### src/rtl/sdram_pkg.sv
// Shared SDRAM arbiter definitions: pin command encodings, FSM state encoding and
// the auto-refresh address (A10 high selects all banks).
package sdram_pkg;

  // {CKE, CS_N, RAS_N, CAS_N, WE_N}
  localparam logic [4:0] CMD_NOP  = 5'b10111;
  localparam logic [4:0] CMD_PREC = 5'b10010;
  localparam logic [4:0] CMD_AREF = 5'b10001;
  localparam logic [4:0] CMD_MRS  = 5'b10000;

  localparam logic [11:0] AREF_ADDR = 12'h400;

  typedef enum logic [2:0] {
    ST_INIT,
    ST_ARBIT,
    ST_AREF,
    ST_WRITE,
    ST_READ
  } state_t;

endpackage

### src/rtl/sdram_ref_timer.sv
// Auto-refresh period timer: starts once init is done, raises ref_req on each wrap
// and flags ref_overrun when a wrap finds the previous request still unserved.
module sdram_ref_timer #(
  parameter int REF_PERIOD = 780,
  parameter int CNT_W      = 10
) (
  input  logic S_CLK,
  input  logic RST_N,
  input  logic flag_init,
  input  logic ref_clr,
  output logic ref_req,
  output logic ref_overrun
);

  logic [CNT_W-1:0] cnt;
  logic             running;
  logic             run_en;
  logic             wrap;

  // Once started the timer ignores flag_init, so a late drop cannot stall refresh.
  assign run_en = flag_init | running;
  assign wrap   = run_en && (cnt == CNT_W'(REF_PERIOD - 1));

  // NOTE: every register here uses non-blocking assignment so all updates see
  // the pre-edge values of cnt and ref_req, regardless of statement order.
  always_ff @(posedge S_CLK or negedge RST_N) begin
    if (!RST_N) begin
      cnt         <= '0;
      running     <= 1'b0;
      ref_req     <= 1'b0;
      ref_overrun <= 1'b0;
    end else begin
      if (flag_init) running <= 1'b1;
      if (run_en)    cnt     <= wrap ? '0 : cnt + 1'b1;
      // Clear beats a coincident wrap; that lost request is reported as an overrun.
      if (ref_clr)   ref_req <= 1'b0;
      else if (wrap) ref_req <= 1'b1;
      if (wrap && ref_req) ref_overrun <= 1'b1;
    end
  end

endmodule

### src/rtl/sdram_arbiter.sv
// SDRAM command/address bus owner: init pass-through, periodic auto-refresh and
// one-burst-at-a-time grants to the write/read engines. Define SDRAM_ARB_RR_EN
// for round-robin write/read arbitration (default: write beats read).
module sdram_arbiter
  import sdram_pkg::*;
#(
  parameter int REF_PERIOD = 780,
  parameter int T_RC       = 7,
  parameter int CNT_W      = 10
) (
  input  logic        S_CLK,
  input  logic        RST_N,
  input  logic        flag_init,
  input  logic [4:0]  init_cmd,
  input  logic [11:0] init_addr,
  input  logic        wr_req,
  input  logic [4:0]  wr_cmd,
  input  logic [11:0] wr_addr,
  input  logic [1:0]  wr_ba,
  input  logic        wr_end,
  output logic        wr_en,
  input  logic        rd_req,
  input  logic [4:0]  rd_cmd,
  input  logic [11:0] rd_addr,
  input  logic [1:0]  rd_ba,
  input  logic        rd_end,
  output logic        rd_en,
  output logic        ref_pending,
  output logic [4:0]  sdram_cmd,
  output logic [11:0] sdram_addr,
  output logic [1:0]  sdram_ba,
  output logic        ref_overrun
);

  localparam int STEP_W = (T_RC > 1) ? $clog2(T_RC) : 1;

  state_t            state;
  state_t            state_nxt;
  logic [STEP_W-1:0] step;
  logic              aref_last;
  logic              ref_req;
  logic              ref_clr;
  logic              pick_wr;

  assign aref_last   = (step == STEP_W'(T_RC - 1));
  assign ref_clr     = (state == ST_AREF) && (step == '0);
  assign ref_pending = ref_req;

  sdram_ref_timer #(
    .REF_PERIOD (REF_PERIOD),
    .CNT_W      (CNT_W)
  ) u_ref_timer (
    .S_CLK       (S_CLK),
    .RST_N       (RST_N),
    .flag_init   (flag_init),
    .ref_clr     (ref_clr),
    .ref_req     (ref_req),
    .ref_overrun (ref_overrun)
  );

`ifdef SDRAM_ARB_RR_EN
  logic last_wr;

  // On a write/read tie the side not served last wins; write wins the first tie.
  assign pick_wr = wr_req && !(rd_req && last_wr);

  always_ff @(posedge S_CLK or negedge RST_N) begin
    if (!RST_N) begin
      last_wr <= 1'b0;
    end else if (state == ST_ARBIT) begin
      if (state_nxt == ST_WRITE)     last_wr <= 1'b1;
      else if (state_nxt == ST_READ) last_wr <= 1'b0;
    end
  end
`else
  assign pick_wr = wr_req;
`endif

  always_ff @(posedge S_CLK or negedge RST_N) begin
    if (!RST_N) begin
      state <= ST_INIT;
      step  <= '0;
      wr_en <= 1'b0;
      rd_en <= 1'b0;
    end else begin
      state <= state_nxt;
      step  <= (state == ST_AREF && !aref_last) ? step + 1'b1 : '0;
      // Grants are registered from the next state: they rise on the edge leaving
      // ARBIT and fall on the edge that consumes the end pulse.
      wr_en <= (state_nxt == ST_WRITE);
      rd_en <= (state_nxt == ST_READ);
    end
  end

  // NOTE: state_nxt is defaulted before the case so no path leaves it unassigned,
  // which would otherwise infer a latch.
  always_comb begin
    state_nxt = state;
    unique case (state)
      ST_INIT:  if (flag_init) state_nxt = ST_ARBIT;
      ST_ARBIT: begin
        if (ref_req)      state_nxt = ST_AREF;
        else if (pick_wr) state_nxt = ST_WRITE;
        else if (rd_req)  state_nxt = ST_READ;
      end
      ST_AREF:  if (aref_last) state_nxt = ST_ARBIT;
      ST_WRITE: if (wr_end)    state_nxt = ST_ARBIT;
      ST_READ:  if (rd_end)    state_nxt = ST_ARBIT;
      default:  state_nxt = ST_INIT;
    endcase
  end

  always_comb begin
    sdram_cmd  = CMD_NOP;
    sdram_addr = '0;
    sdram_ba   = '0;
    unique case (state)
      ST_INIT: begin
        sdram_cmd  = init_cmd;
        sdram_addr = init_addr;
      end
      ST_AREF: begin
        if (step == '0) begin
          sdram_cmd  = CMD_AREF;
          sdram_addr = AREF_ADDR;
        end
      end
      ST_WRITE: begin
        sdram_cmd  = wr_cmd;
        sdram_addr = wr_addr;
        sdram_ba   = wr_ba;
      end
      ST_READ: begin
        sdram_cmd  = rd_cmd;
        sdram_addr = rd_addr;
        sdram_ba   = rd_ba;
      end
      default: ;
    endcase
    // Pins sit at NOP while reset is asserted, whatever the init block drives.
    if (!RST_N) begin
      sdram_cmd  = CMD_NOP;
      sdram_addr = '0;
      sdram_ba   = '0;
    end
  end

endmodule

### config.mk
export PLATFORM = sky130hd
export DESIGN_NAME = sdram_arbiter
export DESIGN_NICKNAME = d
export VERILOG_FILES = /design/src/rtl/sdram_pkg.sv /design/src/rtl/sdram_ref_timer.sv /design/src/rtl/sdram_arbiter.sv
export SDC_FILE = /design/constraint.sdc
export NUM_CORES = 1
export LEC_CHECK = 0
export BUFFER_PORTS_ARGS = -buffer_cell sky130_fd_sc_hd__buf_2
export CELL_PAD_IN_SITES_DETAIL_PLACEMENT = 1
export CELL_PAD_IN_SITES_GLOBAL_PLACEMENT = 2
export CORE_ASPECT_RATIO = 1.2
export CORE_UTILIZATION = 24
export CTS_CLUSTER_SIZE = 30
export DETAILED_ROUTE_END_ITERATION = 12
export PLACE_DENSITY_LB_ADDON = 0.1
export SLEW_MARGIN = 20
export SYNTH_ARGS = -nofsm -noshare
export SYNTH_HDL_FRONTEND = slang
export SYNTH_SLANG_ARGS = --single-unit
export TNS_END_PERCENT = 30
### constraint.sdc
create_clock -name S_CLK -period 1.9 [get_ports S_CLK]
set_input_delay 0.19 -clock S_CLK [delete_from_list [all_inputs] [get_ports S_CLK]]
set_output_delay 0.19 -clock S_CLK [all_outputs]
set_load 0.01 [all_outputs]
# Word-level counts from Yosys, hierarchy flattened
# Cells that the tools add are included.
# op_classes
n_mux	20
n_eq_ne	8
bitwise	1
addsub	2
reduce_logical	8
# ops
operator	count
one-hot mux 12 bit (4 select lines)	1
2-to-1 mux 3 bit	9
one-hot mux 5 bit (4 select lines)	1
one-hot mux 3 bit (5 select lines)	1
2-to-1 mux 12 bit	1
2-to-1 mux 11 bit	1
adder 10 x 1 -> 10 bit (second input constant)	1
equality test 10 bit (second input constant)	1
2-to-1 mux 10 bit	1
equality test 3 x 2 -> 1 bit (second input constant)	3
equality test 3 bit (second input constant)	3
zero test 3 bit	2
2-to-1 mux 5 bit	1
logical AND 1 bit	4
one-hot mux 2 bit (2 select lines)	1
adder 3 x 1 -> 3 bit (second input constant)	1
equality test 3 x 1 -> 1 bit (second input constant)	1
2-to-1 mux 1 bit	2
2-to-1 mux 2 bit	1
nonzero test 2 bit	1
zero test 1 bit	1
OR 1 bit	1
# word_totals
wordCells	47
register_bits	21
inputBits	62
out_inout_bits	23

# Longest topological paths before layout
# Gate-level depths: netlist of the first run.
# logic_depth
ltp_word	5
depth_mapped	6
mapped_depth_nobuf	5

# Hierarchy
# From an unflattened synthesis of the first run, not the netlist that was laid out.
# hier_totals
hier_cells	208
hier_area_um2	1785.5
# modules_own_cells
module	area_per_inst_um2	seq_area_each_um2	cells_per_inst	instances
sdram_arbiter	1147.4	200.2	152	1
sdram_ref_timer	638.1	325.3	56	1

# Least setup slack after synthesis of the first run
# Ideal clock, no wire load.
# synth_path
kind	reg2out
startpoint	register state[2]
endpoint	output sdram_addr[0]
slack_ns	0.354
n_path_buf	3
stages_incl_launch_ff	7
required_time_ns	1.710
arrival_time_ns	1.356
path_cell_list	dfrtp_1 -> buf_2 -> and3b_1 -> clkbuf_1 -> buf_4 -> a22oi_1 -> nor2_1
# synth_between
elab_chain_len	3
word_cells_on_any_way	6
classes_between	3 x eq/ne; 2 x mux; 1 x reduce/logical
# synth_rtl
element	line	text
from (decl)	sdram_arbiter.sv:37	state_t state;
from (signal assigned)	sdram_arbiter.sv:86	state <= state_nxt;
equality test 3 bit (tied with other cells)	sdram_arbiter.sv:117	unique case (state)
one-hot mux 12 bit (4 select lines) (*)	sdram_arbiter.sv:117	
2-to-1 mux 12 bit (*)	sdram_arbiter.sv:141	if (!RST_N) begin
to (decl)	sdram_arbiter.sv:30	output logic [11:0] sdram_addr,
# Mark *: on every way between the ends. The rest lies on a longest branch, timed or not.

# Worst setup path after layout of the first run
# layout_path
startpoint	register state[2]
endpoint	output sdram_cmd[2]
# layout_between
elab_chain_len	3
word_cells_on_any_way	6
classes_between	3 x eq/ne; 2 x mux; 1 x reduce/logical
# layout_rtl
element	line	text
equality test 3 bit (tied with other cells)	sdram_arbiter.sv:117	
one-hot mux 5 bit (4 select lines) (*)	sdram_arbiter.sv:117	
2-to-1 mux 5 bit (*)	sdram_arbiter.sv:141	
to (decl)	sdram_arbiter.sv:29	output logic [4:0] sdram_cmd,
# Marks and branches as above.

==> results.py, run 1 <==
metrics = {
    "worst_setup_path": {
        "crit_required_ns": 1.71,
        "crit-reg2reg-launch": "u_ref_timer.cnt[6]",
        "worstSetupPathType": "reg2out",
        "critPathCaptureType": "output pin",
        "timing.critical_path.arrival_ns": 1.62,
        "worstReg2RegEnd": "u_ref_timer.ref_req",
        "r2r.worst_path.cells": 4,
        "start_kind": "flip-flop",
        "cp_max_fo": 8,
        "regToRegSetupSlack_ns": 0.33,
        "worstSetupEndpoint": "sdram_cmd[2]",
        "cp-startpoint": "state[2]",
    },
    "final_layout": {
        "num_antenna_cells": 0,
        "post_layout_nonfiller_instances": 338,
        "num-nets-final": 323,
        "multi_input_area_um2": 936,
        "area_delta_synth_final_pct": 39.2,
        "fillerInstances": 760,
        "layout-drive-gt1-share": 0.469,
        "ff_latch_area_um2": 528,
    },
    "timing": {
        "rsz_0062_raised_after_global_routing": "true",
        "setup_viol_count_final": 0,
        "worst_slew_pin_slew_ns": 0.381,
        "finalClockSkew_ns": 0.00261,
        "final.period_utilization": 0.952,
        "fin_tns_setup_ns": 0,
        "timing_max_transition_violations_final": 0,
        "relSlewSlack": 0.742,
        "clock.fmax_mhz": 553,
        "setup_slack_ns": 0.0920,
        "final_period_demand_of_the_worst_path_ns": 1.81,
        "count_of_final_hold_check_violations": 0,
    },
    "routing": {
        "drt-pass1-iter-count": 4,
        "wire_per_inst_um": 14.4,
        "detailroute.via_count": 1584,
        "postRouteWirelength_um": 4860,
        "post_dr_vias_cell": 4.69,
        "ant_nets": 0,
        "drt_drc_violations_left": 0,
        "drt-initial-drc-count": 31,
    },
    "pwr": {
        "sequentialPowerShare": 0.336,
        "comb_power_share": 0.534,
        "clockPowerShare": 0.130,
        "switching_power_uw": 980,
        "power-per-cell-area_nw_per_um2": 1050,
        "power_report.internal_total_uw": 1270,
        "total_leakage_power_uw": 0.00102,
        "vdd.ir_drop.worst_mv": 0.483,
        "power.share.switching": 0.435,
    },
    "place": {
        "globalplace.congestion": 0.713,
        "hpwl_um": 4040,
        "placement.setup.worst_slack_ns": 0.319,
        "portBuffers": 84,
        "post-place-cells": 333,
    },
    "grt": {
        "initial_antenna_violation_count": 0,
        "global_route.usage.total": 0.150,
        "first_pass_grt_wire_length_um": 7740,
        "globalRouteOverflowTotal": 0,
        "grt_start_max_net_pins": 18,
        "via_count_of_the_first_global_routing_pass": 1634,
    },
    "hold_path": {
        "min-delay-path-class": "in2async",
    },
    "flow_run": {
        "maxCapViolations": 0,
    },
    "logic_synthesis": {
        "dominantRegCellSynth": "dfrtp_1",
        "async_reset_ff_frac": 1.00,
        "netlist_area_um2": 1530,
        "synth_enable_flop_cells": 0,
        "yosysWarningCount": 0,
        "synth_cell_types": 44,
        "ys_ff_latch": 21,
        "syn-num-nets": 233,
        "number_of_cells_produced_by_synthesis": 167,
        "syn_area_per_cell_um2": 9.19,
        "synth_seq_area_share": 0.343,
    },
    "clock_tree": {
        "cts_num_sinks": 21,
        "clock_insertion_delay_at_the_later_pin_of_the_skew_report_ns": 0.26,
        "tritoncts.num_buffers": 3,
        "cts_max_path_buffers": 2,
        "postCtsSetupBuffers": 0,
        "cts_max_level": 1,
        "clkTransAtPathRegs_ns": 0.07,
        "clock_tree_from_tritoncts": "yes",
        "cts_root_buffer": "clkbuf_8",
    },
    "floorplanning": {
        "floorplan.initialDensity": 0.252,
        "placement_rows": 31,
        "floorplan.core_area_um2": 6090,
        "io_pins": 85,
        "fp.dieH_um": 89.6,
        "dieArea_um2": 6720,
        "die_w_um": 75.0,
    },
    "outcome": {
        "status": "completed",
    },
}
[power by group through the flow]
stage	Sequential, µW	Clock, µW	Combinational (µW)
global placement	755	0	1230
detailed placement	764	0	1220
finish	756	292	1200
global route	782	321	1370
CTS	754	307	1230
floorplan	681	0	883
[critical path, stage by stage, from the launching register on]
cell and delay (ns):
dfrtp_1 0.41, buf_4 0.20, mux2_2 0.34, a22oi_1 0.14, o211ai_1 0.10, buf_2 0.16
[cells by family (layout without fill, tap and decap cells)]
family | Yosys count | after routing | synth area share
and+or+nand+nor | 60 | 60 | 0.203
DFF | 21 | 21 | 0.343
muxes | 18 | 18 | 0.131
xor gates and xnor gates | 6 | 6 | 0.0343
buffers and inverters | 16 | 105 | 0.0473
adders and majority gates | 4 | 4 | 0.0326
AOI/OAI and AO/OA | 42 | 42 | 0.209
[repair_timing]
item	CTS	global route
gates resized for setup	0	2
endpoints found under the setup margin	0	7
hold buffers	1	0
endpoints found under the hold margin	21	0
[layout by cell type, fill, tap and decap left out, types with 2 or more instances in the layout]
cell / synthesis / layout
or2_2: 2 / 2
buf_4: 1 / 9
nor2_1: 23 / 23
o31ai_1: 2 / 2
xnor2_1: 2 / 2
a22oi_1: 16 / 16
mux2_1: 3 / 3
dfrtp_1: 21 / 19
inv_1: 6 / 6
nand2_1: 13 / 13
o22ai_1: 2 / 2
buf_2: 7 / 84
nor2b_1: 4 / 4
or4_1: 2 / 2
or3_1: 2 / 2
ha_1: 4 / 4
o21ai_1: 3 / 3
nand3_1: 2 / 2
clkbuf_8: 0 / 3
nand2b_1: 4 / 4
dfrtp_2: 0 / 2
a32oi_1: 2 / 2
xor2_1: 4 / 4
mux2_2: 14 / 14
o211ai_1: 4 / 4
a21oi_1: 4 / 4
[final cells by class]
type,instances,area share
clock buffers,4,0.0211
inverters,7,0.0123
multi-input cells,130,0.438
flip-flops and latches,21,0.247
well taps,82,0.0480
repair buffers,94,0.233
[state kept, by name, indices dropped and copies added (netlist names)]
register and count:
wr_en 1, step 3, rd_en 1, u_ref_timer.running 1, u_ref_timer.ref_overrun 1, u_ref_timer.cnt 10, state 3, u_ref_timer.ref_req 1
[per-stage QoR]
step | instance area [µm²] | util | power (µW) | hold slack (ns)
3_5_place_dp | 2080 | 0.341 | 1980 | 0.0258
5_1_grt | 2140 | 0.351 | 2470 | 0.286
3_3_place_gp | 2080 | 0.341 | 1980 | 0.0356
6_report | 2140 | 0.351 | 2250 | 0.271
2_1_floorplan | 1530 | - | 1560 | -0.106
4_1_cts | 2130 | 0.350 | 2290 | 0.271
[cells in the mapped netlist (3+ instances only)]
| cell | count | share of area |
|---|---|---|
| ha_1 | 4 | 0.033 |
| nand2_1 | 13 | 0.032 |
| nor2_1 | 23 | 0.056 |
| inv_1 | 6 | 0.015 |
| dfrtp_1 | 21 | 0.34 |
| nand2b_1 | 4 | 0.016 |
| mux2_1 | 3 | 0.022 |
| a21oi_1 | 4 | 0.013 |
| o21ai_1 | 3 | 0.0098 |
| mux2_2 | 14 | 0.10 |
| buf_2 | 7 | 0.023 |
| xor2_1 | 4 | 0.023 |
| a22oi_1 | 16 | 0.078 |
| nor2b_1 | 4 | 0.016 |
| o211ai_1 | 4 | 0.020 |
[per-layer routing]
metal	GRT usage	part of all wire	vias to the layer above	wire [µm]
li1	-	-	782	-
met1	0.183	0.45	738	2180
met2	0.269	0.46	58	2260
met3	0.0223	0.076	6	368
met4	0.0463	0.010	0	49
met5	0	0	-	0
[worst min path at each step]
stage	endpoint	slack (ns)	start
floorplan	rd_en	-0.11	RST_N
global placement	wr_en	0.04	RST_N
detailed placement	wr_en	0.03	RST_N
CTS	wr_en	0.27	RST_N
global route	wr_en	0.29	RST_N
finish	wr_en	0.27	RST_N
Power figures use the tool's default switching activity.
==> run 2: changes to the inputs <==
- CORE_UTILIZATION: 24 -> 22
- clock period: 1.9 -> 1.53 ns (I/O delays scaled with it)
==> run 2 against run 1 <==
- the run now ends with setup timing left
- worst setup slack lost 0.25 ns
- sequential share of layout area is 3.1 points lower
- critical path depth unchanged
==> results.py, run 2 (synthesized netlist as in run 1, its figures left out) <==
metrics = {
    "outcome": {
        "status": "finished, violations left",
        "violations": "setup timing",
    },
    "worst_setup_path": {
        "worstReg2RegEnd": "wr_en",
        "max_incr_delay_on_cp_ns": 0.45,
        "r2r.worst_path.cells": 5,
        "cp_max_fo": 6,
        "worstSetupPathType": "reg2out",
        "timing.critical_path.arrival_ns": 1.54,
        "start_kind": "flip-flop",
        "crit-reg2reg-launch": "state[2]",
        "regToRegSetupSlack_ns": -0.04,
        "worst_path_max_delay_cell": "dfrtp_2",
        "crit_required_ns": 1.38,
        "path_cells": "buf_6, mux2_4, a22oi_2, o211ai_1, buf_2",
        "critPathCaptureType": "output pin",
    },
    "grt": {
        "first_pass_grt_wire_length_um": 8200,
        "initial_antenna_violation_count": 0,
        "via_count_of_the_first_global_routing_pass": 1809,
        "grt_start_max_net_pins": 18,
        "global_route.usage.total": 0.142,
        "globalRouteOverflowTotal": 0,
    },
    "clock_tree": {
        "tritoncts.num_buffers": 3,
        "clock_tree_from_tritoncts": "yes",
        "clkTransAtPathRegs_ns": 0.08,
        "clock_insertion_delay_at_the_later_pin_of_the_skew_report_ns": 0.26,
        "cts_num_sinks": 21,
        "cts_root_buffer": "clkbuf_8",
        "cts_max_path_buffers": 2,
        "cts_max_level": 1,
    },
    "timing": {
        "final.period_utilization": 1.11,
        "relSlewSlack": 0.682,
        "setup_viol_count_final": 20,
        "final_period_demand_of_the_worst_path_ns": 1.69,
        "timing_max_transition_violations_final": 0,
        "rsz_0062_raised_after_global_routing": "true",
        "fin_tns_setup_ns": -2.68,
        "worst_slew_pin_slew_ns": 0.470,
        "finalClockSkew_ns": 0.00612,
        "setup_slack_ns": -0.162,
        "clock.fmax_mhz": 591,
        "count_of_final_hold_check_violations": 0,
    },
    "place": {
        "hpwl_um": 3970,
        "placement.setup.worst_slack_ns": 0.0184,
        "portBuffers": 84,
        "globalplace.congestion": 0.696,
    },
    "final_layout": {
        "largest_register_ffs": 10,
        "fillerInstances": 804,
        "final_util": 0.371,
        "layout-drive-gt1-share": 0.570,
        "num_antenna_cells": 0,
        "mostFrequentLayoutCell": "buf_2",
        "register_with_the_most_flip_flops": "u_ref_timer.cnt",
        "mostFrequentLayoutCells": "84 x buf_2, 26 x buf_4, 23 x nor2_1",
        "num-nets-final": 346,
        "area_delta_synth_final_pct": 58.8,
        "layout_top_registers": "u_ref_timer.cnt (10), state (3), step (3)",
    },
    "pwr": {
        "sequentialPowerShare": 0.263,
        "comb_power_share": 0.628,
        "clockPowerShare": 0.108,
        "power-per-cell-area_nw_per_um2": 1380,
        "power.share.switching": 0.407,
        "vdd.ir_drop.worst_mv": 0.744,
        "total_leakage_power_uw": 0.00116,
        "power_report.internal_total_uw": 1990,
        "switching_power_uw": 1360,
    },
    "hold_path": {
        "worst_hold_path.endpoint": "state[1]",
        "hold-path-cell-count": 4,
        "min-delay-path-class": "in2reg",
        "worstHoldStart": "wr_end",
    },
    "floorplanning": {
        "floorplan.initialDensity": 0.234,
        "placement_rows": 32,
        "die_w_um": 78.2,
        "fp.dieH_um": 93.5,
        "io_pins": 85,
        "dieArea_um2": 7310,
        "floorplan.core_area_um2": 6570,
    },
    "routing": {
        "drt-initial-drc-count": 21,
        "wire_per_inst_um": 13.8,
        "postRouteWirelength_um": 5020,
        "post_dr_vias_cell": 4.65,
        "detailroute.via_count": 1693,
        "ant_nets": 0,
        "drt_drc_violations_left": 0,
        "drt-pass1-iter-count": 3,
    },
    "flow_run": {
        "maxCapViolations": 0,
    },
}
run 2: layer usage:
| layer | GRT usage | vias up | routed length [µm] |
|---|---|---|---|
| met5 | 0 | - | 0 |
| met4 | 0.0463 | 0 | 62 |
| met3 | 0.0146 | 4 | 281 |
| met2 | 0.288 | 59 | 2690 |
| met1 | 0.150 | 801 | 1980 |
| li1 | - | 829 | - |
run 2: area by class of cell:
cell class,instances,area (µm²),area share
tap,85,106,0.0437
clock inverter,1,5.00,0.00205
multi-input combinational,130,1020,0.417
inverter,7,26.3,0.0108
clock buffer,3,41.3,0.0169
timing repair buffer,117,714,0.293
sequential,21,527,0.216
run 2: how the worst max path moves through the flow:
stage,start,to
detailed placement,state[2],sdram_cmd[2]
global route,state[1],sdram_cmd[0]
finish,state[2],sdram_cmd[2]
CTS,state[2],sdram_cmd[2]
floorplan,state[2],sdram_addr[0]
global placement,state[2],sdram_cmd[1]
run 2: stage by stage:
step           cells  hold WS (ns)  power [µW]  area (µm²)
3_5_place_dp     349         0.214        2670        2190
5_1_grt          364         0.270        3650        2440
6_report         364         0.236        3350        2440
4_1_cts          358         0.219        3160        2310
2_1_floorplan    167        -0.143        1940        1530
3_3_place_gp     349         0.213        2670        2190
run 2: what timing repair did:
action | in CTS | in global routing
endpoints found under the setup margin | 19 | 21
resized for setup | 10 | 18
endpoints found under the hold margin | 15 | 0
pin swaps | 1 | 5
setup buffers | 4 | 6
hold buffers | 1 | 0
run 2: critical path: cells and delay by family (launching register included):
kind,cells,cell delay [ns]
compound gates,2,0.22
mux,1,0.30
buf+inv,2,0.31
flops,1,0.45
run 2: power by group through the flow:
stage	Sequential, µW	Combinational, µW	Clock [µW]
after floorplan	845	1100	0
after global placement	897	1780	0
after detailed placement	893	1770	0
after CTS	883	1890	387
after global routing	904	2340	409
final	883	2110	363
==> run 3: changes to the inputs <==
- MAX_ROUTING_LAYER: default -> met4
==> run 3 against run 2 <==
- the flow still finishes with violations (setup timing)
- sequential cell count stayed put
- first-iteration DRC count is 29% higher
- clock-buffer cell count stayed put
- non-clock buffer count stayed put
==> results.py, run 3 (synthesized netlist as in run 1, its figures left out) <==
metrics = {
    "outcome": {
        "status": "finished, violations left",
        "violations": "setup timing",
    },
    "clock_tree": {
        "clkTransAtPathRegs_ns": 0.08,
        "cts_root_buffer": "clkbuf_8",
        "cts_max_level": 1,
        "tritoncts.num_buffers": 3,
        "cts_max_path_buffers": 2,
        "cts_num_sinks": 21,
        "clock_tree_from_tritoncts": "yes",
        "clock_insertion_delay_at_the_later_pin_of_the_skew_report_ns": 0.26,
    },
    "final_layout": {
        "final_util": 0.371,
        "num_antenna_cells": 0,
        "post_layout_nonfiller_instances": 364,
        "mostFrequentLayoutCell": "buf_2",
        "num-nets-final": 346,
        "register_with_the_most_flip_flops": "u_ref_timer.cnt",
        "fillerInstances": 804,
        "area_delta_synth_final_pct": 58.8,
        "layout_top_registers": "u_ref_timer.cnt (10), state (3), step (3)",
        "largest_register_ffs": 10,
        "mostFrequentLayoutCells": "84 x buf_2, 26 x buf_4, 23 x nor2_1",
        "layout-drive-gt1-share": 0.570,
        "final_cell_area_um2": 2440,
    },
    "pwr": {
        "vdd.ir_drop.worst_mv": 0.747,
        "power-per-cell-area_nw_per_um2": 1380,
        "total_leakage_power_uw": 0.00116,
    },
    "place": {
        "hpwl_um": 3970,
        "globalplace.congestion": 0.704,
        "portBuffers": 84,
        "placed_instance_area_um2": 2190,
        "post-place-cells": 349,
    },
    "timing": {
        "count_of_final_hold_check_violations": 0,
        "timing_max_transition_violations_final": 0,
        "finalClockSkew_ns": 0.00597,
        "rsz_0062_raised_after_global_routing": "true",
        "setup_viol_count_final": 20,
        "worst_slew_pin_slew_ns": 0.469,
        "relSlewSlack": 0.682,
        "final_period_demand_of_the_worst_path_ns": 1.69,
        "clock.fmax_mhz": 591,
        "final.period_utilization": 1.11,
        "setup_slack_ns": -0.163,
    },
    "worst_setup_path": {
        "start_kind": "flip-flop",
        "path_cells": "buf_6, mux2_4, a22oi_2, o211ai_1, buf_2",
        "worst_path_max_delay_cell": "dfrtp_2",
        "cp_max_fo": 6,
        "max_incr_delay_on_cp_ns": 0.45,
        "cp_top_family": "flip-flops",
        "critPathCaptureType": "output pin",
        "crit_required_ns": 1.38,
        "timing.critical_path.arrival_ns": 1.54,
        "critical_path.n_buffers_inverters": 2,
        "worstSetupPathType": "reg2out",
    },
    "grt": {
        "grtUsageMet2": 0.289,
        "first_pass_grt_wire_length_um": 8200,
        "gr-max-usage-layer": "met2",
        "grt_start_max_net_pins": 18,
        "initial_antenna_violation_count": 0,
        "globalRouteOverflowTotal": 0,
        "via_count_of_the_first_global_routing_pass": 1809,
        "grtUsageMet3": 0.0146,
        "global_route.usage.met1": 0.149,
        "global_route.usage.total": 0.146,
    },
    "routing": {
        "postRouteWirelength_um": 5040,
        "ant_nets": 0,
        "wire_per_inst_um": 13.8,
        "post_dr_vias_cell": 4.67,
        "drt-pass1-iter-count": 3,
        "detailroute.via_count": 1700,
        "drt_drc_violations_left": 0,
        "drt-initial-drc-count": 27,
    },
    "hold_path": {
        "min-delay-path-class": "in2reg",
    },
    "floorplanning": {
        "die_w_um": 78.2,
        "floorplan.core_area_um2": 6570,
        "floorplan.initialDensity": 0.234,
        "fp.dieH_um": 93.5,
        "io_pins": 85,
        "placement_rows": 32,
        "dieArea_um2": 7310,
    },
    "flow_run": {
        "maxCapViolations": 0,
    },
}
run 3: cell counts in the layout (fill, tap and decap cells not counted):
Identical to the previous run, type by type.
run 3: final timing paths:
kind | slack (ns) | depth (start not counted) | startpoint | endpoint
hold reg to reg | 0.46 | 1 | u_ref_timer.ref_overrun | u_ref_timer.ref_overrun
max in group asynchronous | 0.72 | 3 | RST_N | u_ref_timer.cnt[2]
hold / removal | 0.23 | 4 | wr_end | state[1]
setup reg to reg | -0.04 | 5 | state[2] | wr_en
min in group asynchronous | 0.55 | 3 | RST_N | state[1]
setup / recovery | -0.16 | 5 | state[2] | sdram_cmd[2]
run 3: per-layer routing:
| layer | wire length, µm | vias to the layer above | share of wire |
|---|---|---|---|
| li1 | - | 828 | - |
| met1 | 2000 | 812 | 0.40 |
| met2 | 2700 | 56 | 0.54 |
| met3 | 273 | 4 | 0.054 |
| met4 | 60 | 0 | 0.012 |
| met5 | 0 | - | 0 |
run 3: power breakdown:
part / switching [µW] / total, µW / internal, µW
Sequential: 177 / 884 / 706
Combinational: 1010 / 2110 / 1100
Clock: 183 / 364 / 181
run 3: area by class of cell:
cell class | instances | area (µm²) | area share
Sequential cell | 21 | 527 | 0.216
Inverter | 7 | 26.3 | 0.0108
Timing Repair Buffer | 117 | 714 | 0.293
Tap cell | 85 | 106 | 0.0437
Clock buffer | 3 | 41.3 | 0.0169
Multi-Input combinational cell | 130 | 1020 | 0.417
Clock inverter | 1 | 5.00 | 0.00205
run 3: worst min-delay path: stages:
cell,delay (ns)
buf_2,0.08
nand2_1,0.04
o311ai_1,0.12
nand2_1,0.07
run 3: repair_timing:
item                       CTS  global route
pin swaps                    1             5
hold buffers                 1             0
setup buffers                4             6
resized for setup           10            18
setup endpoints to repair   19            21
hold endpoints to repair    15             0
run 3: per-stage QoR:
step	worst slack [ns]	power (µW)	setup TNS [ns]	hold slack, ns
after global routing	-0.271	3650	-4.52	0.270
after global placement	0.0516	2670	0	0.213
after detailed placement	0.0184	2670	0	0.214
final	-0.163	3360	-2.70	0.235
after floorplan	0.0209	1940	0	-0.143
after CTS	-0.196	3160	-3.20	0.219
